File: src/rtl/sha256_round_engine.sv
// sha256_round_engine: iterative SHA-256 compression, UNROLL rounds/clock.
// Schedule window and K table are internal; job in/out via valid/ready.
module sha256_round_engine #(
    parameter int UNROLL       = 1,
    parameter int FEED_FORWARD = 1
) (
    input  logic         clk,
    input  logic         rst_n,
    input  logic         start_valid,
    output logic         start_ready,
    input  logic [255:0] chain_in,
    input  logic [511:0] block_in,
    output logic         digest_valid,
    input  logic         digest_ready,
    output logic [255:0] digest_out,
    output logic         busy,
    output logic [6:0]   round_cnt
);

    typedef enum logic [1:0] {
        IDLE,
        RUN,
        FINAL,
        DONE
    } state_t;

    localparam logic [31:0] K [64] = '{
        32'h428a2f98, 32'h71374491, 32'hb5c0fbcf, 32'he9b5dba5,
        32'h3956c25b, 32'h59f111f1, 32'h923f82a4, 32'hab1c5ed5,
        32'hd807aa98, 32'h12835b01, 32'h243185be, 32'h550c7dc3,
        32'h72be5d74, 32'h80deb1fe, 32'h9bdc06a7, 32'hc19bf174,
        32'he49b69c1, 32'hefbe4786, 32'h0fc19dc6, 32'h240ca1cc,
        32'h2de92c6f, 32'h4a7484aa, 32'h5cb0a9dc, 32'h76f988da,
        32'h983e5152, 32'ha831c66d, 32'hb00327c8, 32'hbf597fc7,
        32'hc6e00bf3, 32'hd5a79147, 32'h06ca6351, 32'h14292967,
        32'h27b70a85, 32'h2e1b2138, 32'h4d2c6dfc, 32'h53380d13,
        32'h650a7354, 32'h766a0abb, 32'h81c2c92e, 32'h92722c85,
        32'ha2bfe8a1, 32'ha81a664b, 32'hc24b8b70, 32'hc76c51a3,
        32'hd192e819, 32'hd6990624, 32'hf40e3585, 32'h106aa070,
        32'h19a4c116, 32'h1e376c08, 32'h2748774c, 32'h34b0bcb5,
        32'h391c0cb3, 32'h4ed8aa4a, 32'h5b9cca4f, 32'h682e6ff3,
        32'h748f82ee, 32'h78a5636f, 32'h84c87814, 32'h8cc70208,
        32'h90befffa, 32'ha4506ceb, 32'hbef9a3f7, 32'hc67178f2
    };

    if (!(UNROLL == 1 || UNROLL == 2 || UNROLL == 4 || UNROLL == 8))
    begin : g_bad_unroll
        $error("sha256_round_engine: UNROLL must be 1, 2, 4 or 8");
    end

    function automatic logic [31:0] rotr(
        input logic [31:0] x,
        input int          n
    );
        return (x >> n) | (x << (32 - n));
    endfunction

    function automatic logic [31:0] bsig0(input logic [31:0] x);
        return rotr(x, 2) ^ rotr(x, 13) ^ rotr(x, 22);
    endfunction

    function automatic logic [31:0] bsig1(input logic [31:0] x);
        return rotr(x, 6) ^ rotr(x, 11) ^ rotr(x, 25);
    endfunction

    function automatic logic [31:0] ssig0(input logic [31:0] x);
        return rotr(x, 7) ^ rotr(x, 18) ^ (x >> 3);
    endfunction

    function automatic logic [31:0] ssig1(input logic [31:0] x);
        return rotr(x, 17) ^ rotr(x, 19) ^ (x >> 10);
    endfunction

    // One clock of work: UNROLL chained rounds from absolute round t0.
    // Returns {new a..h, window advanced by UNROLL words}.
    function automatic logic [767:0] step(
        input logic [255:0] s,
        input logic [511:0] win,
        input logic [5:0]   t0
    );
        logic [31:0]  v [8];
        logic [31:0]  x [24];
        logic [31:0]  t1;
        logic [31:0]  t2;
        logic [5:0]   ti;
        logic [767:0] r;
        for (int i = 0; i < 8; i++) begin
            v[i] = s[255-32*i -: 32];
        end
        for (int i = 0; i < 16; i++) begin
            x[i] = win[511-32*i -: 32];
        end
        for (int i = 16; i < 24; i++) begin
            x[i] = '0;
        end
        // Extend the window; later words may use ones built just before.
        for (int j = 0; j < UNROLL; j++) begin
            x[16+j] = ssig1(x[14+j]) + x[9+j]
                    + ssig0(x[1+j]) + x[j];
        end
        for (int j = 0; j < UNROLL; j++) begin
            ti = t0 + 6'(j);
            t1 = v[7] + bsig1(v[4])
               + ((v[4] & v[5]) ^ (~v[4] & v[6]))
               + K[ti] + x[j];
            t2 = bsig0(v[0])
               + ((v[0] & v[1]) ^ (v[0] & v[2]) ^ (v[1] & v[2]));
            v[7] = v[6];
            v[6] = v[5];
            v[5] = v[4];
            v[4] = v[3] + t1;
            v[3] = v[2];
            v[2] = v[1];
            v[1] = v[0];
            v[0] = t1 + t2;
        end
        r = '0;
        for (int i = 0; i < 8; i++) begin
            r[767-32*i -: 32] = v[i];
        end
        for (int i = 0; i < 16; i++) begin
            r[511-32*i -: 32] = x[UNROLL+i];
        end
        return r;
    endfunction

    state_t         state;
    state_t         state_nx;
    logic [255:0]   st;
    logic [511:0]   win;
    logic [255:0]   chain;
    logic [767:0]   nxt;
    logic [255:0]   fin;
    logic           accept;

    assign start_ready  = (state == IDLE)
                       || (state == DONE && digest_ready);
    assign accept       = start_valid && start_ready;
    assign busy         = (state == RUN) || (state == FINAL);
    assign digest_valid = (state == DONE);

    // Round datapath for the current clock.
    always_comb begin
        nxt = step(st, win, round_cnt[5:0]);
    end

    // Result word-wise: optional feed-forward of the chaining value.
    always_comb begin
        fin = '0;
        for (int i = 0; i < 8; i++) begin
            if (FEED_FORWARD != 0) begin
                fin[255-32*i -: 32] = chain[255-32*i -: 32]
                                    + st[255-32*i -: 32];
            end else begin
                fin[255-32*i -: 32] = st[255-32*i -: 32];
            end
        end
    end

    // State register.
    always_ff @(posedge clk or negedge rst_n) begin
        if (!rst_n) begin
            state <= IDLE;
        end else begin
            state <= state_nx;
        end
    end

    // Next-state logic.
    always_comb begin
        state_nx = state;
        unique case (state)
            IDLE: begin
                if (start_valid) begin
                    state_nx = RUN;
                end
            end
            RUN: begin
                if (round_cnt + 7'(UNROLL) == 7'd64) begin
                    state_nx = FINAL;
                end
            end
            FINAL: begin
                state_nx = DONE;
            end
            DONE: begin
                if (digest_ready) begin
                    state_nx = start_valid ? RUN : IDLE;
                end
            end
            default: begin
                state_nx = IDLE;
            end
        endcase
    end

    // Working state, schedule window, chaining value and result.
    always_ff @(posedge clk or negedge rst_n) begin
        if (!rst_n) begin
            st         <= '0;
            win        <= '0;
            chain      <= '0;
            round_cnt  <= '0;
            digest_out <= '0;
        end else begin
            if (accept) begin
                st        <= chain_in;
                win       <= block_in;
                chain     <= chain_in;
                round_cnt <= '0;
            end else if (state == RUN) begin
                st        <= nxt[767:512];
                win       <= nxt[511:0];
                round_cnt <= round_cnt + 7'(UNROLL);
            end
            if (state == FINAL) begin
                digest_out <= fin;
            end
        end
    end

endmodule
File: config.mk
export PLATFORM = sky130hd
export DESIGN_NAME = sha256_round_engine
export DESIGN_NICKNAME = d
export VERILOG_FILES = /design/src/rtl/sha256_round_engine.sv
export SDC_FILE = /design/constraint.sdc
export NUM_CORES = 2
export LEC_CHECK = 0
export BUFFER_PORTS_ARGS = -buffer_cell sky130_fd_sc_hd__buf_2
export CAP_MARGIN = 40
export CORE_UTILIZATION = 45
export DETAILED_ROUTE_END_ITERATION = 7
export GPL_TIMING_DRIVEN = 0
export SLEW_MARGIN = 20
export SYNTH_ARGS = -nofsm -noshare
export SYNTH_HDL_FRONTEND = slang
export SYNTH_SLANG_ARGS = --single-unit
File: constraint.sdc
create_clock -name clk -period 9.05 [get_ports clk]
set_clock_uncertainty 0.1 [all_clocks]
set_input_delay 1.3575 -clock clk [delete_from_list [all_inputs] [get_ports clk]]
set_output_delay 1.3575 -clock clk [all_outputs]
set_load 0.005 [all_outputs]
==> run metrics <==
slowest stage delay, CP 640 ps; die footprint 0.184 mm2; initial detailed-routing violation count 7,714; I/O pins 1,038; critical path endpoint category flop; max_slew headroom 0.260; Mapped Nets 10,171; status finished, final reports clean; initial antenna violation count 45; layout cells sized above 1 0.175; vias in the first global route 74,511; average size of a mapped cell 9.30 um2; gpl congestion 1.04; Crit Path Max Fanout 11; setup ws final 188 ps; Starting Density 0.453; hold buffer count at CTS 0; Synth cell types 86; ys flop type dfrtp_1; post-synthesis async set-or-reset flop share 1.00; pin count of the biggest net entering global routing 139; die width 429 um; Fill cells 16,655; post-detail-place hpwl 319 mm; Worst Tran Pin Value 1110 ps; Overflow after GRT 0; H-tree Lvls 4; leading post-synthesis cells by instance count 1,563 x nand2_1, 1,289 x dfrtp_1, 1,059 x o21ai_0, 742 x mux2i_1, 498 x inv_1; register area share after synthesis 0.394; Slew Limit Fails 0; crit-path leading delay family compound AO/OA/AOI/OAI gates; CTS tree yes; WP buf/inv 8; critical path type flop to flop; Crit path required time 9660 ps; DR WL/cell 30.8 um; element type at the critical path start flop; CTS clock-pin slew for the worst setup and hold paths 70 ps; Placement Setup Slack -2150 ps; clock root cell clkbuf_16; # DRC 0; finished layout cell area 0.0978 mm2; area delta synth->final 19.3%; Final period util 0.979; cell row count 156; first drt pass iteration count 6; Post-DRT Antenna Nets 0; Final Hold Fails 0; Post-Place Cells 12,322; yosys warns 0; minimum clock period 8860 ps; Setup violations, final 0; Total GRT Usage 0.415; Cells after Synth 8,806; Clock Path Buffers 3; top post-synthesis cells by area dfrtp_1 39%, mux2i_1 9.1%, nand2_1 7.2%; Routed WL 389 mm; WP data arrival 9480 ps; share of the synthesized area in the top cell type 0.394; Port-buffer cells 1,037; total CTS buffers 149; clock net sink count 1,289; Hold WC Path Type input port to asynchronous set/reset pin; Max-Cap Viols 0; CP max stage cell or4_1; final cell count without fillers 12,628; Placed Area 0.0919 mm2; first-pass GRT wire length 543 mm; Final nets 11,480; Core Box Area 0.181 mm2; hold slack 298 ps; EDFF count, synth 0; post-synth top area cell dfrtp_1; clk_lat worst skew 850 ps; Synth Register Bits 1,289; Avg Vias per Cell 5.92; die span in y 429 um; Post-Syn Area 0.0819 mm2; Via Count 74,780; f_max 113 MHz; most common cell in the netlist nand2_1
worst paths after layout:
kind / from / endpoint / slack (ps) / cells past startpoint
max: round_cnt[0]$_DFFE_PN0P_ / st[250]$_DFFE_PN0P_ / 190 / 34
min: rst_n / digest_out[178]$_DFFE_PN0N_ / 300 / 1
max reg2reg: round_cnt[0]$_DFFE_PN0P_ / st[250]$_DFFE_PN0P_ / 190 / 34
min reg2reg: chain[49]$_DFFE_PN0P_ / chain[49]$_DFFE_PN0P_ / 380 / 2
max in group asynchronous: rst_n / win[293]$_DFFE_PN0P_ / 5960 / 5
min in group clk: chain[49]$_DFFE_PN0P_ / chain[49]$_DFFE_PN0P_ / 380 / 2
stage by stage:
step                       util  setup TNS (ps)
final                     0.541               0
after global routing      0.541           -22.7
after CTS                 0.539               0
after detailed placement  0.508          -47490
after global placement    0.498               -
after floorplan               -               0
metal layers:
metal	wire, um	part of all wire	vias to the layer above	track usage
met2	176000	0.45	3685	0.652
met5	166	0.00043	-	0
met4	28100	0.072	24	0.259
met3	30100	0.077	906	0.0811
li1	-	-	32895	-
met1	154000	0.40	37270	0.525
what timing repair did:
item / CTS / global route
pin swaps: 3 / 7
endpoints found under the setup margin: 45 / 21
setup buffers: 5 / 6
gates resized for setup: 74 / 65
placed cells by master (no fill, tap or decap), types with 26 or more instances in the layout:
cell type	instances
buf_1	28
xnor2_1	351
buf_2	1053
nand3_1	86
dfrtp_1	1285
buf_6	39
clkbuf_1	426
o21ai_0	1052
inv_1	493
clkbuf_2	62
nand2_1	1561
and3_1	45
o21bai_1	27
clkbuf_8	37
nand4_1	27
mux2i_1	742
a31oi_1	43
a211oi_1	39
o31ai_1	35
xor2_1	193
a21oi_1	353
nor3_1	82
o21a_1	49
nand2b_1	46
o211ai_1	40
clkbuf_16	150
a21o_1	203
fa_1	195
buf_8	26
or3_1	34
ha_1	393
nor2b_1	65
nor2_1	258
mux2_2	199
registers in the layout, indices dropped and copies added (netlist names):
name        count
chain         256
digest_out    256
round_cnt       7
st            256
state           2
win           512
area by class of cell:
cell class / instances / area (um2) / area share
Inverter: 502 / 1910 / 0.0195
Multi-Input combinational cell: 6513 / 46300 / 0.473
Clock buffer: 219 / 4350 / 0.0445
Antenna cell: 22 / 55.1 / 0.000563
Sequential cell: 1289 / 32300 / 0.330
Tap cell: 2370 / 2970 / 0.0303
Clock inverter: 53 / 890 / 0.00910
Timing Repair Buffer: 1161 / 7020 / 0.0718
Buffer: 499 / 2020 / 0.0207
cell families (layout without fill, tap and decap cells):
kind of cell	count (synthesis)	in the layout	share of synthesized area
fa+ha+maj	596	596	0.109
other cells	0	22	0
xor+xnor	558	558	0.0598
simple gates	2321	2321	0.120
flops	1289	1289	0.394
mux	947	947	0.120
buf+inv	1004	2434	0.0460
compound gates	2091	2091	0.152
Power is left out: the tool's default activity adds up to more than one toggle a clock period on the data nets, which glitch-free logic cannot reach.
